`src/rtl/counter_pkg.sv`:
```
// counter_pkg: command, state and mode encodings shared by the counter controller
package counter_pkg;
  localparam logic [1:0] OP_NOP   = 2'd0;
  localparam logic [1:0] OP_LOAD  = 2'd1;
  localparam logic [1:0] OP_START = 2'd2;
  localparam logic [1:0] OP_STOP  = 2'd3;
  localparam logic MODE_ONESHOT  = 1'b0;
  localparam logic MODE_PERIODIC = 1'b1;
  typedef enum logic [1:0] {IDLE, RUN, HOLD, DONE} state_t;
endpackage

```
`src/rtl/cnt_core.sv`:
```
// cnt_core: WIDTH-bit up-counter with clear/enable/hold and a >= limit compare
module cnt_core #(
  parameter int WIDTH = 4
) (
  input  logic             clk,
  input  logic             rst,
  input  logic             clr,
  input  logic             en,
  input  logic [WIDTH-1:0] limit,
  output logic [WIDTH-1:0] count,
  output logic             ge
);
  assign ge = count >= limit;
  always_ff @(posedge clk or negedge rst)
    if (!rst) count <= '0;
    else if (clr) count <= '0;
    else if (en) count <= count + 1'b1;
endmodule

```
`src/rtl/counter_seq_ctrl.sv`:
```
// counter_seq_ctrl: command-driven one-shot/periodic sequencer around cnt_core
// Optional count prescaler enabled by defining CNT_PRESCALE_EN.
module counter_seq_ctrl
  import counter_pkg::*;
#(
  parameter int WIDTH        = 4,
  parameter int PRESCALE_DIV = 4
) (
  input  logic             clk,
  input  logic             rst,
  input  logic             cmd_valid,
  output logic             cmd_ready,
  input  logic [1:0]       cmd_op,
  input  logic [WIDTH-1:0] cmd_data,
  input  logic             mode,
  output logic [WIDTH-1:0] count,
  output logic             tc_pulse,
  output logic             busy,
  output logic             done
);
  state_t state, nxt;
  logic [WIDTH-1:0] limit;
  logic mode_r, acc, ld, st, sp, tick, ge, term, clr, en;
  if (PRESCALE_DIV < 2) begin : g_bad_div
    $error("PRESCALE_DIV must be >= 2");
  end
`ifdef CNT_PRESCALE_EN
  localparam int PW = $clog2(PRESCALE_DIV);
  logic [PW-1:0] psc;
  assign tick = state == RUN && psc == PW'(PRESCALE_DIV - 1);
  always_ff @(posedge clk or negedge rst)
    if (!rst) psc <= '0;
    else psc <= (state != RUN || tick) ? '0 : psc + 1'b1;
`else
  assign tick = state == RUN;
`endif
  assign acc  = cmd_valid && cmd_ready;
  assign ld   = acc && cmd_op == OP_LOAD;
  assign st   = acc && cmd_op == OP_START;
  assign sp   = acc && cmd_op == OP_STOP;
  assign term = tick && ge;
  assign clr  = (ld && state != RUN) || (st && state == DONE) || (term && mode_r == MODE_PERIODIC);
  assign en   = tick && !term;
  // one-shot terminal wins over a simultaneous STOP
  always_comb begin
    nxt = state;
    case (state)
      IDLE:    nxt = st ? RUN : IDLE;
      RUN:     nxt = (term && mode_r == MODE_ONESHOT) ? DONE : sp ? HOLD : RUN;
      HOLD:    nxt = st ? RUN : ld ? IDLE : HOLD;
      DONE:    nxt = st ? RUN : (ld || sp) ? IDLE : DONE;
      default: nxt = IDLE;
    endcase
  end
  always_ff @(posedge clk or negedge rst)
    if (!rst) begin
      state     <= IDLE;
      limit     <= '0;
      mode_r    <= MODE_ONESHOT;
      tc_pulse  <= 1'b0;
      busy      <= 1'b0;
      done      <= 1'b0;
      cmd_ready <= 1'b1;
    end else begin
      state     <= nxt;
      if (ld) limit <= cmd_data;
      if (st && state != RUN) mode_r <= mode;
      tc_pulse  <= term;
      busy      <= nxt == RUN;
      done      <= nxt == DONE;
      cmd_ready <= !(acc && cmd_op != OP_NOP);
    end
  cnt_core #(.WIDTH(WIDTH)) u_core (
    .clk(clk), .rst(rst), .clr(clr), .en(en), .limit(limit), .count(count), .ge(ge)
  );
endmodule

```
`config.mk`:
```
export PLATFORM = sky130hd
export DESIGN_NAME = counter_seq_ctrl
export DESIGN_NICKNAME = d
export VERILOG_FILES = /design/src/rtl/counter_pkg.sv /design/src/rtl/cnt_core.sv /design/src/rtl/counter_seq_ctrl.sv
export SDC_FILE = /design/constraint.sdc
export NUM_CORES = 1
export LEC_CHECK = 0
export ABC_CLOCK_PERIOD_IN_PS = 3850
export CAP_MARGIN = 40
export CELL_PAD_IN_SITES_DETAIL_PLACEMENT = 0
export CELL_PAD_IN_SITES_GLOBAL_PLACEMENT = 1
export CORE_MARGIN = 2
export CORE_UTILIZATION = 45
export DETAILED_ROUTE_END_ITERATION = 16
export DONT_BUFFER_PORTS = 1
export PLACE_DENSITY_LB_ADDON = 0.1
export SLEW_MARGIN = 5
export SYNTH_ARGS = -nofsm -noshare
export SYNTH_HDL_FRONTEND = slang
export SYNTH_SLANG_ARGS = --single-unit
```
`constraint.sdc`:
```
create_clock -name clk -period 3.85 [get_ports clk]
set_input_delay 0.385 -clock clk [delete_from_list [all_inputs] [get_ports clk]]
set_output_delay 0.385 -clock clk [all_outputs]
set_load 0.01 [all_outputs]
```
# [Word level (Yosys, flattened, before mapping)]
# Cells that the tools add are included.
[classes] reduce_logical=20 n_addsub=1 n_eq_ne=9 order_cmp=1 mux=10 bitwise=1
[ops] op="1-bit logical AND" n=12
[ops] op="2-bit two-way mux" n=6
[ops] op="2-bit == test, second input constant" n=5
[ops] op="4-bit two-way mux" n=2
[ops] op="2-bit case mux with 4 select lines" n=1
[ops] op="2-bit by 1-bit == test with 1-bit output, second input constant" n=3
[ops] op="4-bit by 1-bit adder with 4-bit output, second input constant" n=1
[ops] op="4-bit greater-or-equal comparator" n=1
[ops] op="2-bit nonzero test" n=2
[ops] op="1-bit logical OR" n=3
[ops] op="1-bit zero test" n=2
[ops] op="2-bit zero test" n=1
[ops] op="2-bit by 1-bit inequality test with 1-bit output, second input constant" n=1
[ops] op="1-bit two-way mux" n=1
[ops] op="1-bit NOT" n=1
[totals] wordCells=50 regBits=15 input_bits=10 output_inout_bits=8

# [Logic depth before layout (Yosys ltp)]
[depth] ltp_word=7 ltp_mapped=8 depth_no_buf=7

# [Modules after synthesis]
# A second synthesis with hierarchy kept.
[unflattened] cells_unflattened=68 hier_area_um2=762.0
[modules_own_cells] mod="counter_seq_ctrl" instances=1 cells_per_inst=40 area_per_inst_um2=488.0
[modules_own_cells] mod="cnt_core" instances=1 cells_per_inst=28 area_per_inst_um2=274.0

# [Worst setup path after synthesis]
# OpenSTA, ideal clock, no wires.
[synth_path] path_type="register to register" start="register u_core.count[0]" end="register u_core.count[0]" path_buffers=1 setup_slack_ns=2.108 required_ns=3.768 period_less_slack_ns=1.742 arrival_time_ns=1.660 stages_incl_launch_ff=8 cell_sequence="dfrtp_1 inv_1 ha_1 o21ai_0 o2bb2ai_2 or3_1 buf_2 a31oi_1"
[synth_between] elab_chain_len=5
[synth_rtl] item="start, declared" line_no="cnt_core.sv:10" rtl="output logic [WIDTH-1:0] count,"
[synth_rtl] item="start signal, assigned" line_no="cnt_core.sv:17" rtl="else if (en) count <= count + 1'b1;"
[synth_rtl] item="4-bit greater-or-equal comparator" line_no="cnt_core.sv:13" rtl="assign ge = count >= limit;"
[synth_rtl] item="1-bit logical AND" line_no="counter_seq_ctrl.sv:41" rtl="assign term = tick && ge;"
[synth_rtl] item="1-bit logical AND or 1-bit zero test (tied branches)" line_no="counter_seq_ctrl.sv:42, counter_seq_ctrl.sv:43"
[synth_rtl] item="1-bit logical OR or 1-bit logical AND (tied branches)" line_no="counter_seq_ctrl.sv:42, counter_seq_ctrl.sv:43"
[synth_rtl] item="4-bit two-way mux or 2-bit nonzero test (tied branches)"
# Several ways; a longest one is shown, not always the timed one. The select of a mux whose other input is x is not followed.
# A chain may end at the register's enable or synchronous reset.

# [Worst setup path after layout]
# Ends and elaborated chain as after synthesis.

==> metrics.txt <==
run status completed; DR vias 597; Synth area leaders dfrtp_1 43%, ha_1 7.6%, mux2_2 6.8%, nand3_1 3.6%, dfstp_2 3.2%; total length of routed wires 1510 um; sequential share of the synthesized area 0.457; hold endpoint cmd_ready; Multi-input gate area 399 um2; number of synthesized flops with an enable pin 0; Hold Crit Depth 1; P&R area growth vs syn 5.78%; Arr. time, crit path 2140 ps; CTS Buffer Depth 2; library cells used by synthesis 29; area of the core 0.00173 mm2; Post-CTS Resized 0; final instance area 871 um2; diode count 0; nets 98; Hold Vio Cnt, Final 0; Fmax 520 MHz; first-pass GRT wire length 2660 um; crit path time final 1920 ps; Synth Area per Inst 10.3 um2; Synth top area share 0.426; CP Data Required Time 4060 ps; I/O pins 18; syn_nets 95; Seq cells post-synth 15; Internal Pwr Total 348 uW; Die H 46.8 um; postcts setup bufs 0; final setup fails 0; reg-to-reg setup timing slack 1930 ps; DRT Pass-1 Iters 4; clk_lat worst skew 290 ps; Register Area 377 um2; ys flop type dfrtp_1; total CTS buffers 3; switch share 0.406; dpl hpwl 1130 um; Final period util 0.499; vias in the first global route 596; Critical Path Source Type register; GPL Wtd Cong 0.729; static leakage 0.000395 uW; Seq pwr share 0.483; CTS sink cnt 15; Clock transition at path regs 90 ps; reg2reg start u_core.count[0]; Final TNS setup 0 ps; grt ovf 0; share of layout cells above drive strength 1 0.159; crit-path max FO 9; dpl cell area 833 um2; Synth Cell Area 823 um2; # DRC 0; htree depth 1; fillers 169; reg-to-reg critical path endpoint u_core.count[0]; Die X 46.8 um; row count 15; clk_skew 6.30 ps; combinational fraction of design power 0.362; DR WL/cell 14.1 um; Yosys top cell by area dfrtp_1; Die ar. 0.00219 mm2; cell count of the worst reg-to-reg path 6; buffers added on ports 0; Clock Power Share 0.156; RSZ-0062 raised after global routing no; hold_buf cts 1; Worst setup EP type register; worst hold start cmd_op[0]; pin count of the biggest net entering global routing 16; switching power 238 uW; number of max-cap violations 0; routed vias/inst 5.58; Post-Synthesis Cells 80; slew of the pin with the lowest slew margin 692 ps; Slew Viols, Final 0; type of the tightest min-delay check primary input to register; Crit Path Class register to register; Power Dens Cells 673 mW/mm2; initial antenna violation count 0; post-route ant nets 0; Starting Density 0.477; Synth warnings 0; 1st-iter DRT viols 5; VDD IR max 0.302 mV; Async SR Flop Fraction 1.00; Total GRT Usage 0.176; headroom to the max-slew limit 0.537; root buffer cell clkbuf_4; CTS tree built
[area by class of cell]
class                           count  area share
Clock buffer                        3      0.0259
Multi-Input combinational cell     55       0.458
Inverter                            7      0.0302
Sequential cell                    15       0.432
Tap cell                           25      0.0359
Timing Repair Buffer                1      0.0115
Clock inverter                      1     0.00575
[power by group through the flow]
stage          Sequential [uW]  Clock, uW  Combinational (uW)
2_1_floorplan              269          0                 184
3_3_place_gp               286          0                 212
3_5_place_dp               289          0                 211
4_1_cts                    285       95.1                 216
5_1_grt                    294        105                 251
6_report                   283       91.3                 212
[routing by layer]
| metal | share of wire | vias up | track usage |
|---|---|---|---|
| li1 | - | 294 | - |
| met1 | 0.47 | 278 | 0.232 |
| met2 | 0.45 | 20 | 0.268 |
| met3 | 0.056 | 5 | 0.0500 |
| met4 | 0.024 | 0 | 0.0833 |
| met5 | 0 | - | 0 |
[cells by family (layout without fill, tap and decap cells)]
family	count (synthesis)	after routing	synth area share
adder cells (fa/ha/maj)	5	5	0.0760
AO/OA/AOI/OAI	15	15	0.135
multiplexers	6	6	0.0805
buffers and inverters	10	12	0.0578
flip-flops	15	15	0.457
AND/OR/NAND/NOR	29	29	0.193
[Yosys cell counts (all sizes together), types with 2 or more instances]
| master | number |
|---|---|
| nor3 | 3 |
| a31oi | 3 |
| nand2 | 6 |
| nand3 | 6 |
| nor2 | 3 |
| nand2b | 2 |
| nand4 | 2 |
| inv | 7 |
| o21ai | 4 |
| o21a | 2 |
| a32oi | 2 |
| dfrtp | 14 |
| ha | 5 |
| buf | 3 |
| mux2 | 5 |
[worst max-delay path by stage]
stage                         start         endpoint  slack (ps)  cells after the start
floorplan           u_core.count[0]  u_core.count[0]        2110                      7
global placement    u_core.count[0]  u_core.count[0]        1960                      6
detailed placement  u_core.count[0]  u_core.count[0]        1930                      6
CTS                 u_core.count[0]  u_core.count[0]        1910                      6
global route        u_core.count[0]  u_core.count[1]        1780                      6
finish              u_core.count[0]  u_core.count[0]        1930                      6
[metrics by stage]
step | setup slack, ps | hold slack, ps | cells | utilization | total power, uW
6_report | 1930 | 223 | 107 | 0.504 | 586
3_3_place_gp | 1960 | 89.7 | 102 | 0.483 | 499
3_5_place_dp | 1930 | 89.7 | 102 | 0.483 | 500
5_1_grt | 1780 | 213 | 107 | 0.504 | 651
4_1_cts | 1910 | 223 | 107 | 0.504 | 596
2_1_floorplan | 2110 | 89.4 | 80 | - | 453
[critical path, stage by stage (launching register included)]
cell and delay (ps):
dfrtp_1 500, inv_1 80, ha_1 280, o21ai_0 100
o2bb2ai_2 200, or3_1 460, a31oi_1 210
[cells in the final DEF, fill, tap and decap left out, types with 2 or more instances in the layout]
cell type	instances
nand4_1	2
nand3_1	6
o21ai_0	4
dfrtp_1	14
nand2b_1	2
nand2_1	6
inv_1	7
a31oi_1	3
o21a_1	2
ha_1	5
clkbuf_4	3
a32oi_1	2
mux2_2	5
nor2_1	3
nor3_1	3
[sequential cells by signal, indices dropped and copies added, names as in the netlist]
signal        flops
cmd_ready         1
state             2
limit             4
u_core.count      4
tc_pulse          1
busy              1
mode_r            1
done              1
No activity file was read; power rests on OpenSTA's default activity.
